## src/rtl/ripemd160_pkg.sv

```systemverilog
// Shared constants, FSM state type and byte-lane helper for the RIPEMD-160 block feeder.
package ripemd160_pkg;

  localparam int unsigned BLOCK_W       = 512;
  localparam int unsigned DIGEST_W      = 160;
  localparam int unsigned MAX_MSG_BYTES = 55;
  localparam int unsigned LEN_WORD_IDX  = 14;
  localparam int unsigned CNT_W         = 6;
  localparam int unsigned LANE_W        = 9;

  typedef enum logic [2:0] {
    ST_FILL  = 3'd0,
    ST_PAD   = 3'd1,
    ST_HASH  = 3'd2,
    ST_OUT   = 3'd3,
    ST_DRAIN = 3'd4
  } state_e;

  // Bit offset of message byte n inside the little-endian word-packed block.
  function automatic int unsigned byte_lane(input int unsigned n);
    return 32 * (n / 4) + 8 * (n % 4);
  endfunction

endpackage

```

## src/rtl/ripemd160_block_feeder_pad.sv

```systemverilog
// Combinational builder of the final padded block: 0x80 marker, zero fill, bit length in word 14.
module ripemd160_block_feeder_pad
  import ripemd160_pkg::*;
(
  input  logic [BLOCK_W-1:0] blk_i,
  input  logic [CNT_W-1:0]   count_i,
  output logic [BLOCK_W-1:0] padded_o
);

  localparam int unsigned LEN_LSB = LEN_WORD_IDX * 32;

  always_comb begin
    padded_o = blk_i;
    for (int n = 0; n < int'(MAX_MSG_BYTES) + 1; n++) begin
      if (CNT_W'(n) == count_i) begin
        padded_o[LANE_W'(byte_lane(n)) +: 8] = 8'h80;
      end else if (CNT_W'(n) > count_i) begin
        padded_o[LANE_W'(byte_lane(n)) +: 8] = 8'h00;
      end
    end
    // Message length in bits; messages are short enough that the high length word is always zero.
    padded_o[LEN_LSB +: 32]    = 32'(count_i) << 3;
    padded_o[BLOCK_W-1 -: 32]  = 32'h0;
  end

endmodule

```

## src/rtl/ripemd160_block_feeder.sv

```systemverilog
// Byte-stream to single RIPEMD-160 block feeder with padding and digest handshake.
// Optional HASH-state watchdog enabled by defining RIPEMD_FEEDER_TIMEOUT_EN.
module ripemd160_block_feeder
  import ripemd160_pkg::*;
#(
  parameter int unsigned TIMEOUT_CYC = 256
) (
  input  logic                clk,
  input  logic                rst_n,
  input  logic                in_valid,
  input  logic [7:0]          in_data,
  input  logic                in_keep,
  input  logic                in_last,
  output logic                in_ready,
  output logic                blk_valid,
  output logic [BLOCK_W-1:0]  blk,
  input  logic                core_done,
  input  logic [DIGEST_W-1:0] core_ans,
  output logic                out_valid,
  output logic [DIGEST_W-1:0] out_digest,
  input  logic                out_ready,
  output logic                err
);

  state_e               state_q, state_d;
  logic [CNT_W-1:0]     count_q, count_d;
  logic [BLOCK_W-1:0]   blk_q, blk_d;
  logic [BLOCK_W-1:0]   padded;
  logic [DIGEST_W-1:0]  digest_q, digest_d;
  logic                 in_ready_q, in_ready_d;
  logic                 blk_valid_q, blk_valid_d;
  logic                 out_valid_q, out_valid_d;
  logic                 err_q, err_d;
  logic                 beat_acc;
  logic [LANE_W-1:0]    wr_lane;

`ifdef RIPEMD_FEEDER_TIMEOUT_EN
  localparam int unsigned TMR_W = $clog2(TIMEOUT_CYC + 1);
  logic [TMR_W-1:0] timer_q, timer_d;
`endif

  ripemd160_block_feeder_pad u_pad (
    .blk_i    (blk_q),
    .count_i  (count_q),
    .padded_o (padded)
  );

  assign beat_acc = in_valid && in_ready_q;
  assign wr_lane  = LANE_W'(byte_lane(32'(count_q)));

  // Next-state and registered-output logic.
  always_comb begin
    state_d  = state_q;
    count_d  = count_q;
    blk_d    = blk_q;
    digest_d = digest_q;
    err_d    = 1'b0;
`ifdef RIPEMD_FEEDER_TIMEOUT_EN
    timer_d  = '0;
`endif

    case (state_q)
      ST_FILL: begin
        if (beat_acc) begin
          if (in_keep && (count_q == CNT_W'(MAX_MSG_BYTES))) begin
            err_d   = 1'b1;
            blk_d   = '0;
            count_d = '0;
            state_d = in_last ? ST_FILL : ST_DRAIN;
          end else begin
            if (in_keep) begin
              blk_d[wr_lane +: 8] = in_data;
              count_d             = count_q + CNT_W'(1);
            end
            if (in_last) begin
              state_d = ST_PAD;
            end
          end
        end
      end
      ST_DRAIN: begin
        if (beat_acc && in_last) begin
          state_d = ST_FILL;
          count_d = '0;
        end
      end
      ST_PAD: begin
        blk_d   = padded;
        state_d = ST_HASH;
      end
      ST_HASH: begin
        if (core_done) begin
          digest_d = core_ans;
          state_d  = ST_OUT;
        end
`ifdef RIPEMD_FEEDER_TIMEOUT_EN
        else if (timer_q == TMR_W'(TIMEOUT_CYC - 1)) begin
          err_d   = 1'b1;
          blk_d   = '0;
          count_d = '0;
          state_d = ST_FILL;
        end else begin
          timer_d = timer_q + TMR_W'(1);
        end
`endif
      end
      ST_OUT: begin
        if (out_ready) begin
          state_d = ST_FILL;
          count_d = '0;
          blk_d   = '0;
        end
      end
      default: begin
        state_d = ST_FILL;
        count_d = '0;
        blk_d   = '0;
      end
    endcase

    in_ready_d  = (state_d == ST_FILL) || (state_d == ST_DRAIN);
    blk_valid_d = (state_d == ST_HASH);
    out_valid_d = (state_d == ST_OUT);
  end

  always_ff @(posedge clk or negedge rst_n) begin
    if (!rst_n) begin
      state_q     <= ST_FILL;
      count_q     <= '0;
      blk_q       <= '0;
      digest_q    <= '0;
      in_ready_q  <= 1'b0;
      blk_valid_q <= 1'b0;
      out_valid_q <= 1'b0;
      err_q       <= 1'b0;
    end else begin
      state_q     <= state_d;
      count_q     <= count_d;
      blk_q       <= blk_d;
      digest_q    <= digest_d;
      in_ready_q  <= in_ready_d;
      blk_valid_q <= blk_valid_d;
      out_valid_q <= out_valid_d;
      err_q       <= err_d;
    end
  end

`ifdef RIPEMD_FEEDER_TIMEOUT_EN
  always_ff @(posedge clk or negedge rst_n) begin
    if (!rst_n) begin
      timer_q <= '0;
    end else begin
      timer_q <= timer_d;
    end
  end
`endif

  assign in_ready   = in_ready_q;
  assign blk_valid  = blk_valid_q;
  assign blk        = blk_q;
  assign out_valid  = out_valid_q;
  assign out_digest = digest_q;
  assign err        = err_q;

endmodule

```

## config.mk

```make
export PLATFORM = sky130hd
export DESIGN_NAME = ripemd160_block_feeder
export DESIGN_NICKNAME = d
export VERILOG_FILES = /design/src/rtl/ripemd160_pkg.sv /design/src/rtl/ripemd160_block_feeder_pad.sv /design/src/rtl/ripemd160_block_feeder.sv
export SDC_FILE = /design/constraint.sdc
export NUM_CORES = 1
export LEC_CHECK = 0
export ABC_AREA = 1
export CAP_MARGIN = 20
export CORE_AREA = 2 2 333 335
export DETAILED_ROUTE_END_ITERATION = 8
export DIE_AREA = 0 0 335 337
export PLACE_DENSITY = 0.57
export RECOVER_POWER = 50
export SKIP_LAST_GASP = 1
export SLEW_MARGIN = 30
export SYNTH_ARGS = -nofsm -noshare
export SYNTH_HDL_FRONTEND = slang
export SYNTH_SLANG_ARGS = --single-unit
```

## constraint.sdc

```tcl
create_clock -name clk -period 3.06 [get_ports clk]
set_input_delay 0.765 -clock clk [delete_from_list [all_inputs] [get_ports clk]]
set_output_delay 0.765 -clock clk [all_outputs]
set_load 0.005 [all_outputs]
```

==> impl_metrics.json <==
{
  "drive_above_1_share": 0.145,
  "grt_max_degree": 101,
  "layout_commonest_cell": "dfrtp_1",
  "clk_pin_slew_ns": 0.06,
  "die_w_um": 335,
  "cts.path.max_buffers": 3,
  "synth_top_family_by_area": "simple AND/OR/NAND/NOR gates",
  "rsz0062_at_grt": "yes",
  "status": "finished with violations",
  "antenna_found_initial": 1,
  "ant_nets": 0,
  "final_cell_mix": "685 x dfrtp_1, 680 x nor2_1, 680 x clkdlybuf4s50_1, 637 x nand2_1, 362 x inv_1",
  "worstSetupPathType": "flop to flop",
  "drtPass1Iterations": 5,
  "met3_usage": 0.0691,
  "syn_nets": 3742,
  "grt_usage": 0.252,
  "crit_arrival_ns": 3.51,
  "p_leak_nw": 22.5,
  "crit_fanout": 8,
  "period_needed_ns": 2.95,
  "syn_area_um2": 31200,
  "vias": 29400,
  "synthSimpleGateAreaFrac": 0.240,
  "start_util": 0.284,
  "portBuffers": 850,
  "end_kind": "flop",
  "startpoint": "count_q[2]",
  "dp_hpwl_um": 115000,
  "synth_cell_types": 44,
  "drcViolationCount": 0,
  "synthArstFlopShare": 1.00,
  "r2r_cells": 9,
  "cap_viol_max_count": 1,
  "rr_startpoint": "count_q[2]",
  "synth_adder_area_share": 0.00201,
  "synth.ff_latch_count": 685,
  "synthCells": 3562,
  "violations": "max-capacitance violations, max-slew violations",
  "critical-path-top-delay-family": "simple AND/OR/NAND/NOR gates",
  "synth_area_per_cell_um2": 8.75,
  "synth-compound-area-share": 0.0793,
  "hold_path_class": "flop to flop",
  "num_rows": 122,
  "area_growth_pct": 47.5,
  "worstPathCellList": "inv_4 -> nor2_1 -> nand2_1 -> o21ai_0 -> nand2_1 -> nor2_2 -> buf_4 -> nor2_1 -> nor3_1",
  "overflow": 0,
  "nNetsFinal": 4829,
  "grt_pass1_vias": 28800,
  "coreArea_um2": 110000,
  "gr-usage-met2": 0.440,
  "ys.flop_type": "dfrtp_1",
  "start_kind": "flop",
  "synthMuxAreaShare": 0.0578,
  "totalWireLength_um": 146000,
  "crit_path_top_delay_cell": "o21ai_0",
  "busiest_layer": "met2",
  "utilization": 0.419,
  "grtUsageMet1": 0.291,
  "period_share": 0.963,
  "finClkSkew_ns": 0.0322,
  "n_fill_cell": 11000,
  "synthXorXnorAreaFrac": 0.00116,
  "yosysSeqAreaShare": 0.550,
  "relSlewSlack": -0.134,
  "setup_viol": 0,
  "worst_pin_slew_ns": 1.70,
  "cts_made_buffers": 82,
  "cts_tree": "yes",
  "drt-initial-drc-count": 2194,
  "crit_path_max_incr_delay_ns": 0.79,
  "synth_warnings": 0,
  "hold_viol_final": 0,
  "p_per_area_nw_per_um2": 951,
  "ctsHoldBuffers": 0,
  "fp.dieH_um": 337,
  "hold_slack_ns": 0.497,
  "rrSetupSlack_ns": 0.11,
  "clock-sinks": 685,
  "crit_required_ns": 3.63,
  "r2r-end": "blk[428]",
  "clk_latency_ns": 0.66,
  "max_clock_freq_ghz": 0.339,
  "routedWlPerCell_um": 23.8,
  "htreeDepth": 3,
  "ios": 851,
  "cts-root-buf": "clkbuf_16",
  "endpoint": "blk[428]",
  "crit_buf_inv": 2,
  "gp_congestion": 0.989,
  "grt_pass1_wl_um": 206000,
  "finalPower_mw": 43.7,
  "vdd_drop_max_uv": 612,
  "synth-edff-count": 0,
  "viasPerCell": 4.78,
  "die_area_um2": 113000,
  "slew_viol_final": 56,
  "cp.depth": 9
}
[cell families (layout without fill, tap and decap cells)]
family          after synthesis  in the layout
compound gates              441            441
buf+inv                     531           1679
flops                       685            685
xor+xnor                      2              2
fa+ha+maj                     5              5
simple gates               1738           1738
mux                         160            160
other cells                   0              4
[flip-flops by register name (all words and copies together) (netlist names)]
register	flops
blk	512
blk_valid	1
count_q	6
err	1
in_ready	1
out_digest	160
out_valid	1
state_q	3
[per-layer routing]
layer / part of all wire / vias up
met2: 0.50 / 1106
met3: 0.079 / 221
li1: - / 13700
met5: 0 / -
met1: 0.38 / 14400
met4: 0.042 / 0
[how the worst min path moves through the flow]
stage	slack, ns	endpoint	cells after the start	startpoint
after floorplan	0.47	blk[0]	0	rst_n
after global placement	0.49	out_digest[42]	1	out_digest[42]
after detailed placement	0.49	out_digest[7]	1	out_digest[7]
after CTS	0.05	blk[486]	1	rst_n
after global routing	0.51	out_digest[32]	1	out_digest[32]
final	0.50	out_digest[156]	1	out_digest[156]
[Yosys cell counts (13+ instances only)]
| cell | number | area, um^2 |
|---|---|---|
| nand4_1 | 18 | 113 |
| nor3b_1 | 16 | 120 |
| nand3_1 | 100 | 500 |
| buf_2 | 46 | 230 |
| o22ai_1 | 47 | 294 |
| inv_2 | 20 | 75.1 |
| nand2_1 | 637 | 2390 |
| dfrtp_1 | 685 | 17100 |
| nor3_1 | 175 | 876 |
| o21ai_0 | 150 | 751 |
| a21oi_1 | 150 | 751 |
| inv_1 | 362 | 1360 |
| clkbuf_1 | 62 | 233 |
| buf_4 | 20 | 150 |
| nor2_4 | 21 | 236 |
| a211oi_1 | 62 | 465 |
| nand2_2 | 13 | 81.3 |
| nand3b_1 | 14 | 105 |
| mux2_2 | 160 | 1800 |
| nor2_1 | 682 | 2560 |
| nor2_2 | 28 | 175 |
[where the power goes]
| part | switching, mW | internal, mW | leakage (nW) |
|---|---|---|---|
| Sequential | 1.64 | 11.6 | 9.18 |
| Clock | 4.17 | 6.13 | 1.38 |
| Combinational | 11.5 | 8.72 | 11.9 |
[area by class of cell]
class / instances / area [um^2] / share of cell area
Antenna cell: 4 / 10.0 / 0.000218
Clock buffer: 114 / 2380 / 0.0519
Clock inverter: 31 / 425 / 0.00926
Inverter: 389 / 1470 / 0.0319
Multi-Input combinational cell: 2346 / 11900 / 0.258
Sequential cell: 685 / 17100 / 0.373
Tap cell: 1426 / 1780 / 0.0388
Timing Repair Buffer: 1145 / 10900 / 0.237
[repair_timing]
item / in CTS / in global routing
resized for setup: 0 / 2
setup endpoints to repair: 0 / 17
setup buffers: 0 / 0
[stage by stage]
step	setup WS, ns	TNS (ns)	cells	cell area, um^2
after floorplan	0.294	0	3562	31200
after global placement	-0.103	-2.22	5991	43400
after detailed placement	-0.0984	-2.40	5991	43400
after CTS	0.0970	0	6136	46200
after global routing	-0.0206	-0.453	6136	45900
final	0.114	0	6140	45900
Power figures use the tool's default switching activity.
